===== src/rtl/stream_demux_pkt.sv =====
// 1:NUM_OUT AXI-stream demultiplexer with packet-locked routing.
// A 2-entry skid buffer registers both directions; packets to nonexistent ports are sunk and counted.
module stream_demux_pkt #(
    parameter int unsigned DATA_WD = 4,
    parameter int unsigned NUM_OUT = 4,
    parameter int unsigned SEL_WD  = 2,
    parameter int unsigned CNT_WD  = 8
) (
    input  logic               clk,
    input  logic               rst_n,
    input  logic [SEL_WD-1:0]  sel,
    input  logic               a_valid,
    input  logic [DATA_WD-1:0] a_data,
    input  logic               a_last,
    output logic               a_ready,
    output logic [NUM_OUT-1:0] m_valid,
    output logic [DATA_WD-1:0] m_data,
    output logic               m_last,
    input  logic [NUM_OUT-1:0] m_ready,
    output logic [CNT_WD-1:0]  drop_cnt
);

    localparam int unsigned DST_WD = SEL_WD + 1;

    typedef struct packed {
        logic [DATA_WD-1:0] data;
        logic               last;
    } beat_t;

    logic               in_pkt, in_pkt_n;
    logic [SEL_WD-1:0]  lock_sel, lock_sel_n;
    beat_t              m_q, m_n;
    beat_t              s_q, s_n;
    logic [SEL_WD-1:0]  s_dest, s_dest_n;
    logic               s_vld, s_vld_n;
    logic               a_ready_n;
    logic [NUM_OUT-1:0] m_valid_n;
    logic [CNT_WD-1:0]  drop_n;
    logic               a_fire, m_fire, keep;
    logic [SEL_WD-1:0]  dest;
    beat_t              in_beat;

    // One-hot channel decode of a destination known to be in range.
    function automatic logic [NUM_OUT-1:0] dec(input logic [SEL_WD-1:0] d);
        logic [NUM_OUT-1:0] v;
        v = '0;
        for (int i = 0; i < NUM_OUT; i++) begin
            v[i] = (d == SEL_WD'(i));
        end
        return v;
    endfunction

    // Next-state: destination lock, drop counting and skid-buffer movement.
    always_comb begin
        in_pkt_n   = in_pkt;
        lock_sel_n = lock_sel;
        m_n        = m_q;
        s_n        = s_q;
        s_dest_n   = s_dest;
        s_vld_n    = s_vld;
        m_valid_n  = m_valid;
        drop_n     = drop_cnt;

        a_fire  = a_valid & a_ready;
        m_fire  = |(m_valid & m_ready);
        dest    = in_pkt ? lock_sel : sel;
        keep    = a_fire && ({1'b0, dest} < DST_WD'(NUM_OUT));
        in_beat = '{data: a_data, last: a_last};

        if (a_fire) begin
            in_pkt_n = ~a_last;
            if (!in_pkt) begin
                lock_sel_n = sel;
            end
            if (!keep && a_last && (drop_cnt != '1)) begin
                drop_n = drop_cnt + CNT_WD'(1);
            end
        end

        // S is never valid while a beat is accepted, since a_ready tracks ~S.
        if (m_fire) begin
            if (s_vld) begin
                m_n       = s_q;
                m_valid_n = dec(s_dest);
                s_vld_n   = 1'b0;
            end else if (keep) begin
                m_n       = in_beat;
                m_valid_n = dec(dest);
            end else begin
                m_valid_n = '0;
            end
        end else if (keep) begin
            if (m_valid == '0) begin
                m_n       = in_beat;
                m_valid_n = dec(dest);
            end else begin
                s_n      = in_beat;
                s_dest_n = dest;
                s_vld_n  = 1'b1;
            end
        end

        a_ready_n = ~s_vld_n;
    end

    always_ff @(posedge clk or negedge rst_n) begin
        if (!rst_n) begin
            in_pkt   <= 1'b0;
            lock_sel <= '0;
            m_q      <= '0;
            s_q      <= '0;
            s_dest   <= '0;
            s_vld    <= 1'b0;
            m_valid  <= '0;
            a_ready  <= 1'b0;
            drop_cnt <= '0;
        end else begin
            in_pkt   <= in_pkt_n;
            lock_sel <= lock_sel_n;
            m_q      <= m_n;
            s_q      <= s_n;
            s_dest   <= s_dest_n;
            s_vld    <= s_vld_n;
            m_valid  <= m_valid_n;
            a_ready  <= a_ready_n;
            drop_cnt <= drop_n;
        end
    end

    assign m_data = m_q.data;
    assign m_last = m_q.last;

endmodule

===== config.mk =====
export PLATFORM = sky130hd
export DESIGN_NAME = stream_demux_pkt
export DESIGN_NICKNAME = d
export VERILOG_FILES = /design/src/rtl/stream_demux_pkt.sv
export SDC_FILE = /design/constraint.sdc
export NUM_CORES = 1
export LEC_CHECK = 0
export ABC_CLOCK_PERIOD_IN_PS = 2470
export CAP_MARGIN = 20
export CORE_ASPECT_RATIO = 1.5
export CORE_MARGIN = 2
export CORE_UTILIZATION = 48
export DETAILED_ROUTE_END_ITERATION = 8
export GPL_TIMING_DRIVEN = 1
export MAX_ROUTING_LAYER = met4
export PLACE_DENSITY = 0.78
export SLEW_MARGIN = 20
export SYNTH_ARGS = -nofsm -noshare
export SYNTH_HDL_FRONTEND = slang
export SYNTH_SLANG_ARGS = --single-unit

===== constraint.sdc =====
create_clock -name clk -period 2.47 [get_ports clk]
set_input_delay 0.3705 -clock clk [delete_from_list [all_inputs] [get_ports clk]]
set_output_delay 0.3705 -clock clk [all_outputs]
set_load 0.1 [all_outputs]

### Word-level counts from Yosys, hierarchy flattened

Cells that the tools add are included.

* logic and storage cells: 53
* bits of input ports: 14
* output and inout port bits: 18
* register bits: 29

* bitwise gates (word level): 6
* equality and inequality tests: 7
* add/sub/neg operators: 1
* muxes and demuxes: 14
* reductions and logical operators: 14

Operators by type and width (number)
* two-way mux 5 bit: 5
* two-way mux 4 bit: 5
* adder 8 x 1 -> 8 bit (second input constant): 1
* == test 2 bit (second input constant): 4
* != test 8 bit (second input constant): 1
* AND reduction 3 bit: 2
* nonzero test 2 bit: 3
* bitwise AND 4 bit: 1
* == test 2 x 1 -> 1 bit (second input constant): 2
* zero test 2 bit: 2
* zero test 4 bit: 1
* inverter 1 bit: 4
* AND reduction 2 bit: 2
* OR reduction 4 bit: 1
* two-way mux 1 bit: 3
* logical AND 1 bit: 2
* two-way mux 2 bit: 1
* bitwise AND 1 bit: 1
* zero test 1 bit: 1

### Longest topological paths before layout

* depth after elaboration: 5
* gate-level depth with buffers: 6
* gate-level depth less buffers: 4

### Worst setup path after synthesis

OpenSTA, ideal clock, no wires.

* path type: reg2reg
* from: register m_valid[2]
* to: register s_q[0] in the netlist's numbering
* path buffers: 1
* cell stages (with the launch flop): 5
* required time: 2345 ps
* arrival: 2118 ps
* slack: 226 ps
* cells stage by stage: dfrtp_1 a22o_1 or4_1 buf_6 mux2_4

* word-level cells in the longest chain between the ends: 4
* elaborated cells on any way between the ends: 6

RTL lines
* start: declaration: RTL line 16 `output logic [NUM_OUT-1:0] m_valid,`
* start signal: assignment: RTL line 124 `m_valid <= m_valid_n;`
* bitwise AND 4 bit: RTL line 65 `m_fire = |(m_valid & m_ready);`
* OR reduction 4 bit: RTL line 65
* inverter 1 bit (no source line)
* AND reduction 3 bit (no source line) *
* end signal: assignment: RTL line 121 `s_q <= s_n;`
* end: declaration: RTL line 33 `beat_t s_q, s_n;`

Mark *: on every way between the ends. The rest lies on a longest branch, timed or not.
A chain may end at the register's enable or synchronous reset.

### Final worst setup path

* from: input port m_ready[2]
* to: register s_q[3] in the netlist's numbering

* word-level cells in the longest chain between the ends: 4

RTL lines
* start: declaration: RTL line 19 `input logic [NUM_OUT-1:0] m_ready,`
* bitwise AND 4 bit: RTL line 65
* OR reduction 4 bit: RTL line 65
* inverter 1 bit (no source line)
* AND reduction 3 bit (no source line)

Every way passes these cells.

==> metrics.txt <==
# TYPE chip_impl_metric gauge
chip_impl_metric{name="p_seq_share",unit="%"} 31.5
chip_impl_info{name="critical_path.reg2reg.endpoint",value="s_q[3]"} 1
chip_impl_metric{name="buffer_ports.inserted",unit=""} 31
chip_impl_metric{name="synth_warnings",unit=""} 0
chip_impl_metric{name="post-cts-setup-buffer-count",unit=""} 0
chip_impl_metric{name="postRouteWirelength",unit="mm"} 2.841
chip_impl_metric{name="n_antenna_cell",unit=""} 0
chip_impl_info{name="regToRegStartpoint",value="m_valid[2]"} 1
chip_impl_metric{name="floorplan.initialDensity",unit="%"} 49.91
chip_impl_metric{name="cts.hold.buffers_added",unit=""} 0
chip_impl_metric{name="timing.hold.ws",unit="ns"} 0.3797
chip_impl_metric{name="power.total",unit="mW"} 2.594
chip_impl_metric{name="clock-sinks",unit=""} 29
chip_impl_metric{name="pwr_density",unit="nW/um^2"} 1554
chip_impl_metric{name="nNetsFinal",unit=""} 163
chip_impl_metric{name="layout.cells.non_filler",unit=""} 187
chip_impl_metric{name="drt_pre_antenna_iters",unit=""} 4
chip_impl_metric{name="die_y",unit="um"} 68.26
chip_impl_metric{name="flop_to_flop_setup_slack",unit="ns"} 0.51
chip_impl_metric{name="cp_max_fo",unit=""} 9
chip_impl_metric{name="power.switching",unit="mW"} 1.305
chip_impl_info{name="startpoint_type",value="input port"} 1
chip_impl_info{name="clk_root_buffer_cell",value="clkbuf_8"} 1
chip_impl_info{name="synth_area_leaders",value="dfrtp_1 55%, mux2_4 5.7%, o221a_2 4.3%, nor3_1 3.8%, clkbuf_1 3.1%"} 1
chip_impl_metric{name="clkLatencyLatePin",unit="ns"} 0.28
chip_impl_metric{name="groute.layer.met3.usage",unit="%"} 4.749
chip_impl_metric{name="detailedRoute.firstIterationViolations",unit=""} 20
chip_impl_metric{name="post_dr_wirelength_cell",unit="um"} 15.19
chip_impl_info{name="min_path_type",value="register to register"} 1
chip_impl_info{name="min_from",value="drop_cnt[1]"} 1
chip_impl_info{name="layout.cells.most_common",value="dfrtp_1"} 1
chip_impl_metric{name="floorplan.rows",unit=""} 23
chip_impl_metric{name="synth-edff-count",unit=""} 0
chip_impl_metric{name="synth.net_count",unit=""} 137
chip_impl_info{name="run_status",value="finished clean"} 1
chip_impl_metric{name="synth.ff_latch_count",unit=""} 29
chip_impl_metric{name="min_period_over_period",unit="%"} 81.08
chip_impl_metric{name="clk_pin_slew",unit="ns"} 0.06
chip_impl_info{name="grt_setup_unrepaired",value="no"} 1
chip_impl_metric{name="globalRoute.totalOverflow",unit=""} 0
chip_impl_metric{name="grt_max_degree",unit=""} 30
chip_impl_metric{name="arr_time_crit_path",unit="ns"} 2.17
chip_impl_metric{name="synth_area",unit="sq um"} 1321
chip_impl_metric{name="drive_gt1_share",unit="%"} 26.67
chip_impl_info{name="holdPathEnd",value="drop_cnt[1]"} 1
chip_impl_metric{name="r2r_cells",unit=""} 3
chip_impl_metric{name="first_global_vias",unit=""} 929
chip_impl_metric{name="internal_power_consumption",unit="mW"} 1.289
chip_impl_metric{name="routability_driven_placement_congestion_ratio",unit=""} 0.8724
chip_impl_metric{name="period_needed",unit="ns"} 2.003
chip_impl_metric{name="max_cap_violations",unit=""} 0
chip_impl_metric{name="top_level_pins",unit=""} 32
chip_impl_metric{name="met1_usage",unit="%"} 22.72
chip_impl_metric{name="post-route-drc-count",unit=""} 0
chip_impl_metric{name="detailroute.via_count",unit=""} 1012
chip_impl_info{name="synth_flop_cell",value="dfrtp_1"} 1
chip_impl_metric{name="sequential_cell_area",unit="sq um"} 725.7
chip_impl_metric{name="achievable-frequency",unit="GHz"} 0.4994
chip_impl_metric{name="syn-instance-count",unit=""} 123
chip_impl_info{name="tritoncts_clock_tree",value="yes"} 1
chip_impl_metric{name="avgSynthCellArea",unit="sq um"} 10.74
chip_impl_metric{name="groute.layer.met2.usage",unit="%"} 32.53
chip_impl_metric{name="ant_nets",unit=""} 0
chip_impl_metric{name="first_pass_grt_wire_length",unit="mm"} 4.360
chip_impl_info{name="criticalPathCategory",value="input port to register"} 1
chip_impl_metric{name="design.die.area",unit="sq um"} 3197
chip_impl_metric{name="report.final.hold_viol_count",unit=""} 0
chip_impl_metric{name="cp_data_required_time",unit="ns"} 2.64
chip_impl_metric{name="core_region_area",unit="sq um"} 2648
chip_impl_metric{name="timing.setup.tns",unit="ns"} 0
chip_impl_info{name="layout.cells.most_common_list",value="29 x dfrtp_1, 20 x buf_4, 13 x clkdlybuf4s50_1"} 1
chip_impl_metric{name="clock_tree.htree_level_count",unit=""} 2
chip_impl_metric{name="final_core_utilization",unit="%"} 63.04
chip_impl_metric{name="clock_power_share",unit="%"} 14.6
chip_impl_metric{name="swShare",unit="%"} 50.30
chip_impl_info{name="critPathCaptureType",value="register"} 1
chip_impl_metric{name="placed_cells_incl_taps",unit=""} 179
chip_impl_metric{name="fin_skew",unit="ns"} 0.006704
chip_impl_metric{name="synthDistinctLibCells",unit=""} 32
chip_impl_metric{name="synth_seq_area_share",unit="%"} 54.92
chip_impl_metric{name="ctsLongestPathBuffers",unit=""} 2
chip_impl_metric{name="antenna_violations_before_repair",unit=""} 0
chip_impl_metric{name="drv_slew",unit=""} 0
chip_impl_metric{name="area_of_combinational_cells_with_multiple_inputs",unit="sq um"} 523.0
chip_impl_metric{name="max-vdd-ir-drop",unit="uV"} 957.6
chip_impl_metric{name="number_of_setup_violations_in_the_final_report",unit=""} 0
chip_impl_metric{name="final.fill_count",unit=""} 232
chip_impl_metric{name="syn_to_final_growth",unit="%"} 26.33
chip_impl_metric{name="cts_resized",unit=""} 0
chip_impl_info{name="grt_most_used_layer",value="met2"} 1
chip_impl_metric{name="synth_async_sr_flop_share",unit="%"} 100.0
chip_impl_info{name="synth.largest_area_cell",value="dfrtp_1"} 1
chip_impl_metric{name="track_usage",unit="%"} 20.55
chip_impl_metric{name="synth_top_cell_area_share",unit="%"} 54.92
chip_impl_metric{name="power_leakage",unit="nW"} 0.7596
chip_impl_metric{name="timing.max_slew.rel_slack",unit="%"} 59.39
chip_impl_metric{name="detailed_place_hpwl",unit="mm"} 2.063
chip_impl_metric{name="drt-vias-per-instance",unit=""} 5.412
chip_impl_metric{name="cts-buffers-inserted",unit=""} 5
chip_impl_metric{name="power.combinational.fraction",unit="%"} 54.0
chip_impl_metric{name="timing_worst_slew_pin_value",unit="ns"} 0.6050
chip_impl_metric{name="whs_path_depth",unit=""} 0
chip_impl_metric{name="floorplan.die.width",unit="um"} 46.84
metal layers:
metal | vias to the layer above | wire [um]
li1 | 496 | -
met1 | 477 | 1218
met2 | 33 | 1412
met3 | 6 | 146
met4 | 0 | 64
met5 | - | 0
flip-flops by register name, indices dropped and copies added, names as in the netlist:
register and cells:
s_dest 2, m_last 1, s_q 5, m_valid 4
drop_cnt 8, lock_sel 2, in_pkt 1, m_data 4
s_vld 1, a_ready 1
area by class of cell:
type                       instances  share of cell area [%]
clock buffer                       6                   4.348
clock inverter                     2                  0.5997
inverter                           3                  0.6747
multi-input combinational         77                   31.33
sequential                        29                   43.48
tap                               37                   2.774
timing repair buffer              33                   16.79
Yosys cell counts, types with 3 or more instances:
cell type  number
nor3_1         10
dfrtp_1        29
mux2i_1         3
a21oi_1         7
nand2_1        11
o221a_2         5
inv_1           3
clkbuf_1       11
nor2_1          5
mux2_4          5
o21ai_0         8
critical path: stages:
cell and delay (ns):
clkdlybuf4s50_1 0.42, a22o_1 0.25, or4_1 0.76, mux2_4 0.37
per-stage QoR:
step | worst slack [ns] | area [sq um]
6_report | 0.4674 | 1669
2_1_floorplan | 0.2265 | 1321
3_3_place_gp | 0.2191 | 1587
4_1_cts | 0.4926 | 1669
5_1_grt | 0.4369 | 1669
3_5_place_dp | 0.1932 | 1587
worst max-delay path by stage:
stage                     endpoint       start  depth (start not counted)
final                       s_q[3]  m_ready[2]                          4
after detailed placement    s_q[3]  m_ready[2]                          4
after CTS                   s_q[3]  m_ready[2]                          4
after global placement      s_q[0]  m_ready[2]                          4
after global routing        s_q[3]  m_ready[2]                          4
after floorplan             s_q[0]  m_valid[2]                          4
kinds of logic after synthesis:
group           Yosys count  share of synthesized area (%)
mux                       8                          7.954
compound gates           33                          18.18
flops                    29                          54.92
buf+inv                  17                          5.492
simple gates             36                          13.45
power by group through the flow:
stage | clock network [mW] | logic [mW] | registers [mW]
finish | 0.378 | 1.40 | 0.816
global route | 0.415 | 1.49 | 0.838
CTS | 0.387 | 1.41 | 0.812
detailed placement | 0 | 1.41 | 0.821
global placement | 0 | 1.38 | 0.808
floorplan | 0 | 0.610 | 1.32
(Power assumes the default switching activity.)
